File: src/rtl/frame_line_gen_pkg.sv
// rtl/frame_line_gen_pkg.sv - FSM state encoding and default parameters shared by frame_line_gen
package frame_line_gen_pkg;

    localparam int CYC_W_DEF    = 10;
    localparam int ROW_W_DEF    = 12;
    localparam int SKIP_W_DEF   = 4;
    localparam int SYNC_DLY_DEF = 6;

    typedef enum logic [1:0] {
        S_IDLE = 2'd0,
        S_SKIP = 2'd1,
        S_ARM  = 2'd2,
        S_LINE = 2'd3
    } state_t;

endpackage

File: src/rtl/sync_delay_line.sv
// rtl/sync_delay_line.sv - fixed-latency shift register for the sensor line sync
// Ports:
//   clk_rxg  in   clock
//   rst_rx   in   asynchronous active-high reset, clears every tap
//   sync_x   in   raw line sync
//   sync_d   out  sync_x delayed by exactly SYNC_DLY clocks
module sync_delay_line
    import frame_line_gen_pkg::*;
#(
    parameter int SYNC_DLY = SYNC_DLY_DEF
) (
    input  logic clk_rxg,
    input  logic rst_rx,
    input  logic sync_x,
    output logic sync_d
);

    logic [SYNC_DLY-1:0] taps;

    generate
        if (SYNC_DLY == 1) begin : g_one
            always_ff @(posedge clk_rxg or posedge rst_rx) begin
                if (rst_rx) taps <= '0;
                else        taps <= sync_x;
            end
        end else begin : g_multi
            always_ff @(posedge clk_rxg or posedge rst_rx) begin
                if (rst_rx) taps <= '0;
                else        taps <= {taps[SYNC_DLY-2:0], sync_x};
            end
        end
    endgenerate

    assign sync_d = taps[SYNC_DLY-1];

endmodule

File: src/rtl/frame_line_gen.sv
// rtl/frame_line_gen.sv - frame/line/data valid generator driven by a delayed sensor line sync
// Ports:
//   clk_rxg               in   clock, all logic on the rising edge
//   rst_rx                in   asynchronous active-high reset
//   sync_x                in   line sync pulse from sensor timing
//   enable                in   allows a new frame to start
//   reg_cnt_timing_cycle  in   line period T (clamped to >= 2)
//   reg_lval_len          in   lval length L (clamped to 1..T)
//   window_row_length     in   rows per frame N (clamped to >= 1)
//   reg_sync_skip         in   syncs discarded before each frame S
//   fval / lval / dval    out  frame valid, line valid, data valid (dval == lval)
//   frame_done            out  one-clock pulse when the last line's lval falls
//   row_idx               out  current (or last) row index
//   overrun               out  sticky: sync seen mid-line
// Build option: FRAME_LINE_GEN_OVERRUN_DET_EN builds the overrun detector;
// without it overrun is constant 0.
module frame_line_gen
    import frame_line_gen_pkg::*;
#(
    parameter int CYC_W    = CYC_W_DEF,
    parameter int ROW_W    = ROW_W_DEF,
    parameter int SKIP_W   = SKIP_W_DEF,
    parameter int SYNC_DLY = SYNC_DLY_DEF
) (
    input  logic              clk_rxg,
    input  logic              rst_rx,
    input  logic              sync_x,
    input  logic              enable,
    input  logic [CYC_W-1:0]  reg_cnt_timing_cycle,
    input  logic [CYC_W-1:0]  reg_lval_len,
    input  logic [ROW_W-1:0]  window_row_length,
    input  logic [SKIP_W-1:0] reg_sync_skip,
    output logic              fval,
    output logic              lval,
    output logic              dval,
    output logic              frame_done,
    output logic [ROW_W-1:0]  row_idx,
    output logic              overrun
);

    logic sync_d;

    sync_delay_line #(
        .SYNC_DLY (SYNC_DLY)
    ) u_sync_dly (
        .clk_rxg (clk_rxg),
        .rst_rx  (rst_rx),
        .sync_x  (sync_x),
        .sync_d  (sync_d)
    );

    state_t            state;
    logic [CYC_W-1:0]  sh_period;
    logic [CYC_W-1:0]  sh_lval_len;
    logic [ROW_W-1:0]  sh_rows;
    logic [SKIP_W-1:0] sh_skip;
    logic [CYC_W-1:0]  line_cnt;
    logic [SKIP_W-1:0] skip_cnt;

    // Register values are clamped before being latched, so the frame logic
    // only ever sees legal shadow values.
    logic [CYC_W-1:0] period_c;
    logic [CYC_W-1:0] lval_len_c;
    logic [ROW_W-1:0] rows_c;

    always_comb begin
        period_c   = (reg_cnt_timing_cycle < CYC_W'(2)) ? CYC_W'(2) : reg_cnt_timing_cycle;
        lval_len_c = (reg_lval_len == '0) ? CYC_W'(1) : reg_lval_len;
        if (lval_len_c > period_c) lval_len_c = period_c;
        rows_c     = (window_row_length == '0) ? ROW_W'(1) : window_row_length;
    end

    logic              line_last;
    logic              lval_last;
    logic              row_last;
    logic              frame_over;
    logic [SKIP_W:0]   skip_nxt;

    always_comb begin
        line_last  = (line_cnt == sh_period - CYC_W'(1));
        lval_last  = (line_cnt == sh_lval_len - CYC_W'(1));
        row_last   = (row_idx == sh_rows - ROW_W'(1));
        // fval is only ever dropped by the last row, so !fval in S_LINE means
        // the frame's final line is just running out its period.
        frame_over = (lval_last && row_last) || !fval;
        skip_nxt   = {1'b0, skip_cnt} + (SKIP_W+1)'(1);
    end

    always_ff @(posedge clk_rxg or posedge rst_rx) begin
        if (rst_rx) begin
            state       <= S_IDLE;
            sh_period   <= '0;
            sh_lval_len <= '0;
            sh_rows     <= '0;
            sh_skip     <= '0;
            line_cnt    <= '0;
            skip_cnt    <= '0;
            row_idx     <= '0;
            fval        <= 1'b0;
            lval        <= 1'b0;
            frame_done  <= 1'b0;
        end else begin
            frame_done <= 1'b0;
            case (state)
                S_IDLE: begin
                    skip_cnt <= '0;
                    if (enable) begin
                        state       <= S_SKIP;
                        sh_period   <= period_c;
                        sh_lval_len <= lval_len_c;
                        sh_rows     <= rows_c;
                        sh_skip     <= reg_sync_skip;
                        row_idx     <= '0;
                    end
                end
                S_SKIP: begin
                    if (sh_skip == '0) begin
                        state <= S_ARM;
                    end else if (sync_d) begin
                        skip_cnt <= skip_nxt[SKIP_W-1:0];
                        if (skip_nxt == {1'b0, sh_skip}) state <= S_ARM;
                    end
                end
                S_ARM: begin
                    if (sync_d) begin
                        state    <= S_LINE;
                        fval     <= 1'b1;
                        lval     <= 1'b1;
                        line_cnt <= '0;
                    end
                end
                S_LINE: begin
                    if (lval_last) begin
                        lval <= 1'b0;
                        if (row_last) begin
                            fval       <= 1'b0;
                            frame_done <= 1'b1;
                        end else begin
                            row_idx <= row_idx + ROW_W'(1);
                        end
                    end
                    if (line_last) begin
                        if (frame_over) begin
                            state <= S_IDLE;
                        end else if (sync_d) begin
                            // Sync on the period's last cycle restarts at once;
                            // overrides the lval drop above when L == T.
                            line_cnt <= '0;
                            lval     <= 1'b1;
                        end else begin
                            state <= S_ARM;
                        end
                    end else begin
                        line_cnt <= line_cnt + CYC_W'(1);
                    end
                end
                default: state <= S_IDLE;
            endcase
        end
    end

    assign dval = lval;

`ifdef FRAME_LINE_GEN_OVERRUN_DET_EN
    always_ff @(posedge clk_rxg or posedge rst_rx) begin
        if (rst_rx)                                    overrun <= 1'b0;
        else if (state == S_IDLE && enable)            overrun <= 1'b0;
        else if (state == S_LINE && sync_d && !line_last) overrun <= 1'b1;
    end
`else
    assign overrun = 1'b0;
`endif

endmodule

File: config.mk
export PLATFORM = sky130hd
export DESIGN_NAME = frame_line_gen
export DESIGN_NICKNAME = d
export VERILOG_FILES = /design/src/rtl/frame_line_gen_pkg.sv /design/src/rtl/sync_delay_line.sv /design/src/rtl/frame_line_gen.sv
export SDC_FILE = /design/constraint.sdc
export NUM_CORES = 1
export LEC_CHECK = 0
export ABC_CLOCK_PERIOD_IN_PS = 3800
export CAP_MARGIN = 40
export CORE_ASPECT_RATIO = 0.9
export CORE_MARGIN = 5
export CORE_UTILIZATION = 50
export DETAILED_ROUTE_END_ITERATION = 16
export PLACE_DENSITY = 0.73
export SYNTH_ARGS = -nofsm -noshare
export SYNTH_HDL_FRONTEND = slang
export SYNTH_SLANG_ARGS = --single-unit
export TNS_END_PERCENT = 10
File: constraint.sdc
create_clock -name clk_rxg -period 3.8 [get_ports clk_rxg]
set_input_delay 0.76 -clock clk_rxg [delete_from_list [all_inputs] [get_ports clk_rxg]]
set_output_delay 0.76 -clock clk_rxg [all_outputs]
set_load 0.005 [all_outputs]
==> results.md, run 1 <==
- Clk pin slew, worst setup/hold paths: ~0.08 ns
- Worst-path maximum fanout: 6
- # hold bufs at CTS: 0
- Top area cells in the synthesized netlist: dfrtp_1 38%, nand2_1 6.7%, o21ai_0 4.9%
- Worst hold slack: between 0.3 and 0.4 ns
- Reg-to-Reg End: line_cnt[9]
- CP startpoint: sh_period[0]
- Post-Syn Instances: around 580
- Reg2Reg Depth: 10
- Worst-path cell chain: inv_1 -> ha_1 -> or4b_1 -> xor2_1 -> and4_1 -> nor3_1 -> nor4b_1 -> or3_1 -> or4_1 -> o211ai_1
- Layout cell share with drive strength beyond 1: 0.0637
- Full die area: 0.0116 mm2
- Worst IR Drop VDD: roughly 0.2 mV
- Total clock buffers created by CTS: 9
- Setup-failing EPs final: 0
- Post-route minimum period: approximately 3.3 ns
- Max Freq: about 300 MHz
- Yosys top cell by area: dfrtp_1
- Clock Latency Late Sink: between 0.3 and 0.4 ns
- Hold Crit Class: flip-flop to flip-flop
- Syn Nets: ~630
- Mean area per synthesized cell: roughly 8.3 um2
- CP Data Arrival Time: between 3 and 4 ns
- Initial antenna violation count: 0
- Row cnt: 33
- Total power: around 2100 uW
- Largest delay share family, worst path: simple AND/OR/NAND/NOR gates
- R2r startpoint: sh_period[0]
- Max Slew Vio Count: 0
- Yosys warning count: 0
- Number of post-CTS setup repair buffers: 0
- Antenna-violating nets left: 0
- Area Growth Syn to Fin: 17.1%
- All-Layer GR Usage: 0.211
- P_leak: around 0.0024 uW
- Seq cells post-synth: between 70 and 80
- Clk root buf: clkbuf_8
- CTS tree: built
- Starting Density: 0.519
- Crit path to: line_cnt[9]
- Maxcap violations: 0
- Via Count: roughly 4.3k
- CTS sink count: 73
- Post-synth top area share: 0.382
- RSZ-0062 raised after global routing: no
- Port buffer count: 55
- Final #Nets: 663
- Vias in the first global route: 4156
- GRT overflow: 0
- CORE AREA: ~0.0092 mm2
- Final Wtd Congestion: 0.900
- Power per cell area: approximately 380 mW/mm2
- R2r setup slk: ~0.47 ns
- ANT cells: 0
- Register area share after synthesis: 0.382
- Via-per-instance ratio: 5.88
- CTS H-tree lvls: 3
- WL per Instance: roughly 16 um
- TNS Setup: 0 ns
- FFs w/ async S/R, synth: 1.00
- Largest stage delay on the critical path: between 0.5 and 0.6 ns
- CP max-delay cell: or4b_1
- Top FF cell, synth: dfrtp_1
- Post-synth cell types: 64
- Detail Placement HPWL: approximately 8700 um
- DRC violations left: 0
- Post-synthesis cell area: 0.00478 mm2
- Worst Setup Path Type: flip-flop to flip-flop
- Bufs and invs on worst path: 1
- Outcome: completed
- Worst EP required: between 4 and 5 ns
- Top Ports: 57
- Initial DRC count: around 350
- Drt pass-1 iters: 5
- Endpoint class of the critical path: flip-flop
- Max Clock Skew: approximately 0.0074 ns
- Startpoint types: flip-flop
- Largest net degree at the start of global routing: 62
- Fillers: 809
- Post-synth EDFFs: 0
- WL final: approximately 12000 um
- Final Hold Fails: 0
- Slew HR: 0.472
- DIE WIDTH: about 110 um
- CTS Buffer Depth: 2
- Least-Margin Pin Slew: 0.781 ns
- Crit share post-route: 0.877
- Cell depth of the worst setup path: 10
- First-pass GRT wire length: approximately 20000 um
- Post-CTS Resized: 0
- Die H: 103 um
## through the flow
step,cell area (um2),cells,util,worst slack (ns)
2_1_floorplan,4780,576,-,0.808
3_3_place_gp,5350,717,0.581,0.593
4_1_cts,5600,734,0.608,0.504
3_5_place_dp,5380,718,0.584,0.521
6_report,5600,734,0.608,0.468
5_1_grt,5600,734,0.608,0.230
## cell usage in the layout (no fill, tap or decap), drive strengths merged, types with 7 or more instances in the layout
master | synthesis | final
nand2b | 7 | 7
clkbuf | 35 | 9
o211ai | 7 | 7
xor2 | 18 | 18
clkdlybuf4s50 | 0 | 55
nand3 | 17 | 17
inv | 26 | 26
or4 | 9 | 9
or3 | 11 | 11
ha | 16 | 16
xnor2 | 26 | 26
a31oi | 8 | 8
nor3 | 18 | 18
dfrtp | 73 | 73
nor4 | 7 | 7
nand2 | 85 | 85
and3 | 7 | 7
nor2 | 34 | 34
o21ai | 48 | 48
a21oi | 31 | 31
buf | 7 | 7
nand4 | 9 | 9
o31ai | 9 | 9
## cell usage after synthesis (6+ instances only)
| cell type | number |
|---|---|
| o211ai_1 | 7 |
| xor2_1 | 18 |
| ha_1 | 16 |
| nand3_1 | 17 |
| a31oi_1 | 8 |
| a21oi_1 | 31 |
| inv_1 | 26 |
| clkbuf_1 | 35 |
| nand2_1 | 85 |
| o31ai_1 | 9 |
| xnor2_1 | 26 |
| or3_1 | 11 |
| nor3_1 | 18 |
| dfrtp_1 | 73 |
| nor2_1 | 33 |
| or4_1 | 8 |
| nor4_1 | 7 |
| and3_1 | 7 |
| nand2b_1 | 7 |
| o21ai_0 | 47 |
| nand4_1 | 9 |
| a22o_1 | 6 |
## flip-flops by register name (all words and copies together) (netlist names), 4 cells and up
name,flops
row_idx,12
sh_rows,12
line_cnt,10
sh_lval_len,10
sh_period,10
u_sync_dly.taps,6
sh_skip,4
skip_cnt,4
## cell families after synthesis
kind of cell               Yosys count  share of synthesized area
and+or+nand+nor                    231                      0.245
AOI/OAI and AO/OA                  142                      0.191
DFF                                 73                      0.382
buffers and inverters               68                     0.0571
xor gates and xnor gates            44                     0.0806
adders and majority gates           16                     0.0419
other                                1                   0.000784
muxes                                1                    0.00236
## cell type report
class | count | area (um2) | share of cell area
Clock buffer | 9 | 124 | 0.0221
Clock inverter | 7 | 95.1 | 0.0170
Inverter | 26 | 97.6 | 0.0174
Multi-Input combinational cell | 435 | 2680 | 0.479
Sequential cell | 73 | 1830 | 0.326
Tap cell | 122 | 153 | 0.0273
Timing Repair Buffer | 62 | 623 | 0.111
## power by group
group	internal, uW	total (uW)	switching, uW
Sequential	832	974	142
Combinational	258	458	200
Clock	369	671	302
## routing by layer
| metal | up-vias | track usage | share of wire |
|---|---|---|---|
| met3 | 17 | 0.0428 | 0.059 |
| met5 | - | 0 | 0 |
| met1 | 2040 | 0.289 | 0.47 |
| li1 | 2113 | - | - |
| met2 | 147 | 0.337 | 0.45 |
| met4 | 0 | 0.0702 | 0.020 |
## how the worst min path moves through the flow
stage / from / endpoint / cells after the start
2_1_floorplan: u_sync_dly.taps[0] / u_sync_dly.taps[1] / 0
3_3_place_gp: u_sync_dly.taps[1] / u_sync_dly.taps[2] / 0
3_5_place_dp: u_sync_dly.taps[2] / u_sync_dly.taps[3] / 0
4_1_cts: u_sync_dly.taps[2] / u_sync_dly.taps[3] / 0
5_1_grt: u_sync_dly.taps[2] / u_sync_dly.taps[3] / 0
6_report: u_sync_dly.taps[2] / u_sync_dly.taps[3] / 0
(Power assumes the default switching activity.)
==> run 2, diff against run 1 <==
Settings changed: CELL_PAD_IN_SITES_DETAIL_PLACEMENT from default to 2, CELL_PAD_IN_SITES_GLOBAL_PLACEMENT from default to 2, CORE_UTILIZATION 50 to 34, MAX_ROUTING_LAYER from default to met4, PLACE_DENSITY 0.73 to default, PLACE_DENSITY_LB_ADDON from default to 0.1.
==> results.md, run 2 (same netlist as run 1, synthesis figures left out) <==
- Clk root buf: clkbuf_16
- First-pass GRT wire length: about 26000 um
- Clock Latency Late Sink: around 0.35 ns
- Final #Nets: 664
- CP max-delay cell: nor4b_2
- Via Count: around 4.4k
- CP Data Arrival Time: between 3 and 4 ns
- TNS Setup: 0 ns
- Post-route minimum period: between 3 and 4 ns
- Setup-failing EPs final: 0
- Endpoint class of the critical path: flip-flop
- Drt pass-1 iters: 4
- Largest net degree at the start of global routing: 66
- Detail Placement HPWL: 11600 um
- Cell depth of the worst setup path: 11
- Largest stage delay on the critical path: slightly above 0.6 ns
- Crit share post-route: 0.870
- Post-CTS Resized: 0
- GRT overflow: 0
- Hold endpoint: u_sync_dly.taps[3]
- Startpoint types: flip-flop
- Hold path cells: 0
- Bufs and invs on worst path: 2
- Initial DRC count: 170
- Worst-path maximum fanout: 20
- Antenna-violating nets left: 0
- DRC violations left: 0
- Fillers: ~1.5k
- Initial antenna violation count: 0
- Power per cell area: 415 mW/mm2
- All-Layer GR Usage: 0.202
- Row cnt: 41
- Reg-to-Reg End: row_idx[11]
- CTS sink count: between 70 and 80
- # hold bufs at CTS: 0
- Final Wtd Congestion: between 0.8 and 0.9
- WL per Instance: 19.2 um
- WL final: approximately 15000 um
- Via-per-instance ratio: approximately 5.5
- Max Freq: 302 MHz
- Top Ports: 57
- CTS H-tree lvls: 3
- Least-Margin Pin Slew: about 0.7 ns
- Hold Crit Class: flip-flop to flip-flop
- Most frequent cells in the layout: 85 x nand2_1, 73 x dfrtp_1, 55 x clkdlybuf4s50_1, 46 x o21ai_0, 33 x nor2_1
- P_leak: between 0.002 and 0.0025 uW
- Total clock buffers created by CTS: 9
- CTS Buffer Depth: 2
- Commonest non-fill, non-tap cell in the layout: nand2_1
- ANT cells: 0
- Starting Density: 0.344
- Vias in the first global route: 4809
- Port buffer count: 55
- Clk pin slew, worst setup/hold paths: around 0.060 ns
- Largest registers: row_idx: 12 flops, sh_rows: 12 flops
- Slew HR: 0.535
- CORE AREA: roughly 0.014 mm2
- DIE WIDTH: around 130 um
- CTS tree: built
- Layout cell share with drive strength beyond 1: 0.0653
- Die H: around 120 um
- Max Clock Skew: ~0.0098 ns
- Final Hold Fails: 0
- Max Slew Vio Count: 0
- Non-Filler Instances: about 800
- Full die area: approximately 0.017 mm2
- Reg2Reg Depth: 11
- Maxcap violations: 0
- Worst IR Drop VDD: 0.199 mV
- Largest delay share family, worst path: simple AND/OR/NAND/NOR gates
- Worst EP required: slightly above 4 ns
- Worst Setup Path Type: flip-flop to flip-flop
- Area Growth Syn to Fin: 21.1%
- Outcome: completed
- Worst-path cell chain: inv_1 -> ha_1 -> nor4b_2 -> nor2_1 -> and3_1 -> o31a_1 -> nand4_1 -> a31oi_1 -> buf_4 -> or4_1 -> a21oi_1
- Final Core Density: 0.417
- Hold Startpoint: u_sync_dly.taps[2]
- Placed Cells: just under 800
- R2r startpoint: sh_rows[0]
- RSZ-0062 raised after global routing: no
- Number of post-CTS setup repair buffers: 0
- R2r setup slk: 0.49 ns
- Worst hold slack: approximately 0.35 ns
[run 2: worst max-delay path by stage]
stage,start,endpoint,slack [ns]
2_1_floorplan,sh_period[0],line_cnt[9],0.81
3_3_place_gp,reg_cnt_timing_cycle[3],sh_lval_len[2],0.45
3_5_place_dp,reg_cnt_timing_cycle[3],sh_lval_len[3],0.34
4_1_cts,sh_rows[0],row_idx[11],0.46
5_1_grt,sh_rows[0],line_cnt[7],0.02
6_report,sh_rows[0],row_idx[11],0.49
[run 2: layout make-up]
type | count | area (um2) | area share
inverter | 26 | 97.6 | 0.0169
timing repair buffer | 63 | 623 | 0.108
multi-input combinational | 435 | 2680 | 0.463
clock inverter | 7 | 95.1 | 0.0164
clock buffer | 9 | 225 | 0.0389
sequential | 73 | 1830 | 0.315
tap | 193 | 241 | 0.0417
[run 2: routing by layer]
metal	track usage	wire length, um	up-vias
met3	0.0434	401	17
met1	0.241	6940	2232
met5	-	0	-
met4	0.0435	198	0
li1	-	-	2102
met2	0.353	7940	48
[run 2: power by group]
group	leakage [uW]	total [uW]	internal, uW	switching [uW]
Clock	0.000155	933	575	358
Combinational	0.00133	483	258	225
Sequential	0.000948	985	833	152
[run 2: through the flow]
stage          instance area [um2]  power (uW)  setup slack (ns)
2_1_floorplan                 4780        1280             0.808
3_3_place_gp                  5470        1450             0.449
3_5_place_dp                  5470        1490             0.341
4_1_cts                       5790        2430             0.456
5_1_grt                       5790        2530            0.0173
6_report                      5790        2400             0.493
